[src/rtl/gpio_cfg_pkg.sv]
// Shared definitions for the GPIO pad-configuration serial chain: word layout,
// loader FSM states and block/bit offset helpers.
package gpio_cfg_pkg;

  localparam int unsigned PAD_CTRL_BITS  = 13;
  localparam int unsigned NUM_IO_DEFAULT = 19;

  // Bit offsets inside one pad control word
  localparam int unsigned CFG_MGMT_EN = 0;
  localparam int unsigned CFG_OEB     = 1;
  localparam int unsigned CFG_HLDH    = 2;
  localparam int unsigned CFG_INP_DIS = 3;
  localparam int unsigned CFG_MOD_SEL = 4;
  localparam int unsigned CFG_AN_EN   = 5;
  localparam int unsigned CFG_AN_SEL  = 6;
  localparam int unsigned CFG_AN_POL  = 7;
  localparam int unsigned CFG_SLOW    = 8;
  localparam int unsigned CFG_TRIP    = 9;
  localparam int unsigned CFG_DM_LSB  = 10;
  localparam int unsigned CFG_DM_MSB  = 12;
  localparam int unsigned CFG_DM_BITS = CFG_DM_MSB - CFG_DM_LSB + 1;

  typedef struct packed {
    logic [CFG_DM_BITS-1:0] dm;
    logic                   trip;
    logic                   slow;
    logic                   an_pol;
    logic                   an_sel;
    logic                   an_en;
    logic                   mod_sel;
    logic                   inp_dis;
    logic                   hldh;
    logic                   oeb;
    logic                   mgmt_en;
  } pad_ctrl_t;

  typedef enum logic [1:0] {
    IDLE   = 2'd0,
    SHIFT  = 2'd1,
    SETTLE = 2'd2,
    LOAD   = 2'd3
  } loader_state_e;

  // Flat cfg_data index of a given bit of block blk
  function automatic int unsigned cfg_offset(input int unsigned blk,
                                             input int unsigned bit_idx);
    return blk * PAD_CTRL_BITS + bit_idx;
  endfunction

endpackage

[src/rtl/gpio_serial_clkgate.sv]
// Glitch-free clock gate for the serial chain: enable latch open while the
// source clock is low, ANDed with the clock. Drop-in point for a library ICG.
module gpio_serial_clkgate (
  input  logic serial_clock,
  input  logic resetn,
  input  logic clk_en,
  output logic gated_clock
);

  logic en_latched;

  // Reset closes the gate at once so no pulse survives a mid-load reset
  always_latch begin
    if (!resetn) begin
      en_latched <= 1'b0;
    end else if (!serial_clock) begin
      en_latched <= clk_en;
    end
  end

  assign gated_clock = serial_clock & en_latched;

endmodule

[src/rtl/gpio_serial_loader.sv]
// Head of the GPIO pad-configuration chain: shifts NUM_IO*PAD_CTRL_BITS bits
// MSB first on a gated clock, then strobes serial_load_out so all blocks latch.
module gpio_serial_loader #(
  parameter int unsigned NUM_IO        = 19,
  parameter int unsigned PAD_CTRL_BITS = gpio_cfg_pkg::PAD_CTRL_BITS
) (
  input  logic                            serial_clock,
  input  logic                            resetn,
  input  logic                            start,
  input  logic [NUM_IO*PAD_CTRL_BITS-1:0] cfg_data,
  output logic                            busy,
  output logic                            done,
  output logic                            serial_clock_out,
  output logic                            serial_data_out,
  output logic                            serial_load_out
);

  import gpio_cfg_pkg::*;

  localparam int unsigned T_BITS = NUM_IO * PAD_CTRL_BITS;
  localparam int unsigned CNT_W  = $clog2(T_BITS);

  loader_state_e    state_q, state_d;
  logic [CNT_W-1:0] bit_cnt_q, bit_cnt_d;
  logic             clk_en_q, clk_en_d;
  logic             load_q, load_d;
  logic             done_q, done_d;
  logic             busy_q, busy_d;
  logic             data_q, data_d;

  // Next-state and registered-output logic
  always_comb begin
    state_d   = state_q;
    bit_cnt_d = bit_cnt_q;
    clk_en_d  = clk_en_q;
    load_d    = 1'b0;
    done_d    = 1'b0;

    unique case (state_q)
      IDLE: begin
        // start is re-sampled only after the done pulse has retired
        if (start && !done_q) begin
          state_d   = SHIFT;
          bit_cnt_d = CNT_W'(T_BITS - 1);
          clk_en_d  = 1'b1;
        end
      end
      SHIFT: begin
        if (bit_cnt_q == '0) begin
          clk_en_d = 1'b0;
          state_d  = SETTLE;
        end else begin
          bit_cnt_d = bit_cnt_q - CNT_W'(1);
        end
      end
      SETTLE: begin
        load_d  = 1'b1;
        state_d = LOAD;
      end
      LOAD: begin
        done_d  = 1'b1;
        state_d = IDLE;
      end
      default: begin
        state_d = IDLE;
      end
    endcase

    busy_d = (state_d != IDLE);
    data_d = (state_q == SHIFT) ? cfg_data[bit_cnt_q] : 1'b0;
  end

  always_ff @(posedge serial_clock or negedge resetn) begin
    if (!resetn) begin
      state_q   <= IDLE;
      bit_cnt_q <= '0;
      clk_en_q  <= 1'b0;
      load_q    <= 1'b0;
      done_q    <= 1'b0;
      busy_q    <= 1'b0;
    end else begin
      state_q   <= state_d;
      bit_cnt_q <= bit_cnt_d;
      clk_en_q  <= clk_en_d;
      load_q    <= load_d;
      done_q    <= done_d;
      busy_q    <= busy_d;
    end
  end

  // Data launched on the falling edge: half a cycle of setup and hold at the chain
  always_ff @(negedge serial_clock or negedge resetn) begin
    if (!resetn) begin
      data_q <= 1'b0;
    end else begin
      data_q <= data_d;
    end
  end

  gpio_serial_clkgate u_clkgate (
    .serial_clock (serial_clock),
    .resetn       (resetn),
    .clk_en       (clk_en_q),
    .gated_clock  (serial_clock_out)
  );

  assign busy            = busy_q;
  assign done            = done_q;
  assign serial_data_out = data_q;
  assign serial_load_out = load_q;

endmodule

[config.mk]
export PLATFORM = sky130hd
export DESIGN_NAME = gpio_serial_loader
export DESIGN_NICKNAME = d
export VERILOG_FILES = /design/src/rtl/gpio_cfg_pkg.sv /design/src/rtl/gpio_serial_clkgate.sv /design/src/rtl/gpio_serial_loader.sv
export SDC_FILE = /design/constraint.sdc
export NUM_CORES = 1
export LEC_CHECK = 0
export CORE_MARGIN = 4
export CORE_UTILIZATION = 33
export DETAILED_ROUTE_END_ITERATION = 10
export PLACE_DENSITY = 0.85
export SLEW_MARGIN = 40
export SYNTH_ARGS = -nofsm -noshare
export SYNTH_HDL_FRONTEND = slang
export SYNTH_SLANG_ARGS = --single-unit
[constraint.sdc]
create_clock -name serial_clock -period 3.1 [get_ports serial_clock]
set_input_delay 0.31 -clock serial_clock [delete_from_list [all_inputs] [get_ports serial_clock]]
set_output_delay 0.31 -clock serial_clock [all_outputs]
set_load 0.1 [all_outputs]
# [Word level (Yosys, flattened, before mapping)]
# Cells that the tools add are included.
[totals] ff_bits=15 latch_bits=1 inputBits=250
[classes] addsub=1 magnitude_cmp=1 eq_ne=6 n_mux=18 bitwise_logic=1 reduce_logical=8
[op_table] cell="two-way mux 8 bit" count=2
[op_table] cell="case mux 8 bit (2 select lines)" count=1
[op_table] cell="two-way mux 1 bit" count=10
[op_table] cell="less-than comparator 8 x 9 -> 1 bit, second input constant" count=1
[op_table] cell="binary-select mux 1 bit (select 8 bit)" count=1
[op_table] cell="logical NOT 8 bit" count=1
[op_table] cell="case mux 2 bit (4 select lines)" count=1
[op_table] cell="subtractor 8 x 1 -> 8 bit, second input constant" count=1
[op_table] cell="!= test 2 bit, second input constant" count=3
[op_table] cell="AND reduction 3 bit" count=2
[op_table] cell="equality test 2 bit, second input constant" count=2
[op_table] cell="two-way mux 2 bit" count=2
[op_table] cell="nonzero test 2 bit" count=2
[op_table] cell="equality test 2 x 1 -> 1 bit, second input constant" count=1
[op_table] cell="logical NOT 2 bit" count=1
[op_table] cell="case mux 1 bit (2 select lines)" count=1
[op_table] cell="AND 1 bit" count=1
[op_table] cell="logical AND 1 bit" count=1
[op_table] cell="logical NOT 1 bit" count=1

# [Depth between registers and ports, before layout]
[logic_depth] ltp_word=5 mapped_depth=13 depth_no_buf=8

# [By module]
# A second synthesis with hierarchy kept.
[unflattened] cells_unflattened=262 hier_area_um2=2886.5
[modules_own_cells] module="gpio_serial_loader" instances=1 cells_per_inst=258 area_each_um2=2855.2
[modules_own_cells] module="gpio_serial_clkgate" instances=1 cells_per_inst=4 area_each_um2=31.3

==> flow_metrics.tcl <==
set metrics [dict create \
    diodes 0 \
    tightest_slew_ns 0.667 \
    ir_worst_vdd_uv 387 \
    synth_top_family_by_area "multiplexers" \
    synthDistinctLibCells 52 \
    hp-class "input port to clock gate" \
    drt_pass1_iterations 4 \
    critPathSlowestCell "dfrtp_4" \
    pre_cts_ws_ns -0.852 \
    synth_compound_area_share_pct 14.1 \
    gp_congestion 0.911 \
    portBuffers 254 \
    synth_top_area_share_pct 21.1 \
    top_level_ports 255 \
    clk_pin_slew_ns 0.06 \
    grt_max_degree 26 \
    synth_flop_cell "dfrtp_1" \
    syn_inst 287 \
    grt_pass1_wl_um 22200 \
    cp-start-kind "register" \
    via_count 3891 \
    crit_required_ns 1.92 \
    grt_setup_unrepaired "true" \
    crit_path_max_incr_delay_ns 0.54 \
    fin_ws_ns -0.677 \
    syn_to_final_growth_pct 109 \
    power_density_mw_per_mm2 651 \
    synth_warnings 0 \
    clock_latency_ns 0.35 \
    core_mm2 0.00876 \
    netlist_area_mm2 0.00298 \
    end_kind "register" \
    drt_iter0_markers 246 \
    synth_simple_gate_area_share_pct 14.4 \
    muxShareOfSynthArea_pct 48.3 \
    setup_tns_ns -0.677 \
    die_area_mm2 0.0106 \
    finalSetupViolCount 1 \
    num_rows 34 \
    layout-drive-gt1-share_pct 21.5 \
    hold_start "resetn" \
    worstPathMaxFanout 7 \
    ff2ff_path_depth 9 \
    drt.antenna.violating_nets 0 \
    relSlewSlack_pct 55.2 \
    placed_cells 673 \
    reg2reg_slack_ns -0.68 \
    synth_xor_area_share_pct 1.47 \
    cts_tree "built" \
    yosys.area_share.adder_pct 0.420 \
    overflow 0 \
    r2r_end "serial_data_out" \
    maxCapViolations 0 \
    syn_avg_cell_area_um2 10.4 \
    power.total_mw 4.05 \
    p_leak_nw 2.42 \
    synth_edf_count 0 \
    synth_top_cell_by_area "mux4_2" \
    dpl.hpwl_um 12700 \
    die_h_um 103 \
    async_flop_share_pct 93.8 \
    die_w_um 103 \
    crit_chain "buf_12, buf_16, buf_4, mux2i_1, o221ai_2, a32oi_1, o211ai_1, nand4_1, a311oi_1" \
    layout.nets 837 \
    drv_slew 0 \
    hold_viol_final 0 \
    ys_ff_latch 16 \
    totalWireLength_um 15400 \
    track_usage_pct 27.7 \
    skew_ns 0.103 \
    grt_pass1_vias 4301 \
    drc_errors 0 \
    violations "setup timing" \
    syn_nets 538 \
    final_cells 694 \
    worstReg2RegStart "bit_cnt_q[0]" \
    post_drt_wl_per_cell_um 22.2 \
    arrival_ns 2.60 \
    path_class "register to register" \
    start_util_pct 34.0 \
    synthTopCellsByArea "mux4_2 21%, mux2i_1 14%, mux4_1 12%" \
    antenna_found_initial 0 \
    holdPathStages 4 \
    outcome "finished, violations left" \
    avgViaCountPerCell 5.61 \
]
[per-stage QoR]
step / area (um2) / util [%] / hold slack, ns
3_3_place_gp: 5910 / 67.4 / -0.587
5_1_grt: 6220 / 70.9 / 0.298
4_1_cts: 6150 / 70.2 / 0.293
6_report: 6220 / 70.9 / 0.260
3_5_place_dp: 5910 / 67.4 / -0.579
2_1_floorplan: 2980 / - / -1.24
[layout by cell type (no fill, tap or decap), types with 3 or more instances in the layout]
master           synthesis  final
buf_12                   3      6
xor2_1                   3      3
o211ai_1                 4      4
a32oi_1                  4      3
mux2i_1                 42     40
nand4_1                  8      8
clkdlybuf4s50_1          0    249
and2_1                   3      3
o21ai_1                  2      3
buf_4                    4     52
clkbuf_8                 0      7
buf_6                    3      4
dfrtp_1                 14     12
nand2b_1                 5      5
nor2_1                  17     17
nand2_1                 24     24
a221oi_1                 6      3
mux4_2                  28     34
a22oi_1                 12     10
mux4_1                  14      8
nand3_1                 14     14
a221oi_2                 0      3
nor2b_1                  6      6
a21oi_1                  9      9
o21ai_0                  8      7
inv_1                    3      3
[synth_stat cells (4+ instances only)]
library cell and count:
a21oi_1 9, a221oi_1 6, mux2i_1 42, clkbuf_1 8
nand2_1 24, a22oi_1 12, buf_2 5, nand3_1 14
nand4_1 8, nor2_1 17, o211ai_1 4, mux4_1 14
nand2b_1 5, nor2b_1 6, dfrtp_1 14, mux4_2 28
o21ai_0 8, buf_4 4, a32oi_1 4
[layer usage]
metal | routed length, um | track usage [%] | part of all wire, %
met1 | 5340 | 30.0 | 35
met3 | 1730 | 7.85 | 11
met4 | 416 | 8.96 | 2.7
met2 | 7920 | 51.8 | 51
met5 | 0 | 0 | 0
[state kept, by name, indices dropped and copies added (netlist names)]
signal / cells
bit_cnt_q: 8
serial_load_out: 1
busy: 1
serial_data_out: 1
u_clkgate.en_latched: 1
done: 1
clk_en_q: 1
state_q: 2
[worst max-delay path: cells and delay by family, from the launching register on]
kind	cells	cell delay, ns
buffers and inverters	3	0.45
multiplexers	1	0.13
AND/OR/NAND/NOR	1	0.13
AO/OA/AOI/OAI	4	0.97
flip-flops	1	0.54
[worst max path at each step]
stage | from | endpoint | cells after the start
after global placement | cfg_data[47] | serial_data_out | 7
after global routing | bit_cnt_q[0] | serial_data_out | 7
after CTS | bit_cnt_q[0] | serial_data_out | 8
after floorplan | bit_cnt_q[0] | serial_data_out | 7
final | bit_cnt_q[0] | serial_data_out | 9
after detailed placement | cfg_data[46] | serial_data_out | 7
[timing repair]
action,CTS,global route
pin swaps,4,6
setup endpoints to repair,3,2
hold endpoints to repair,1,0
cloned,1,1
hold buffers,2,0
gates resized for setup,20,10
setup buffers,4,5
[cells by family (layout without fill, tap and decap cells)]
group	after synthesis	after routing
and+or+nand+nor	87	87
muxes	86	86
AOI/OAI and AO/OA	59	59
buffers and inverters	33	332
DFF	15	15
xor gates and xnor gates	5	5
adders and majority gates	1	1
latches	1	1
[report_power, final]
part / switching (mW) / leakage [nW] / internal, mW / total, mW
clock network: 0.160 / 0.0623 / 0.215 / 0.375
logic: 1.48 / 2.19 / 1.86 / 3.34
registers: 0.0754 / 0.173 / 0.257 / 0.333
total: 1.72 / 2.42 / 2.33 / 4.05
[area by class of cell]
| class | instances | area (um2) |
|---|---|---|
| multi-input combinational | 238 | 2410 |
| inverter | 5 | 18.8 |
| timing repair buffer | 317 | 3150 |
| clock buffer | 10 | 109 |
| sequential | 16 | 395 |
| tap | 108 | 135 |
| fill | 633 | 2550 |
No activity file was read; power rests on OpenSTA's default activity.
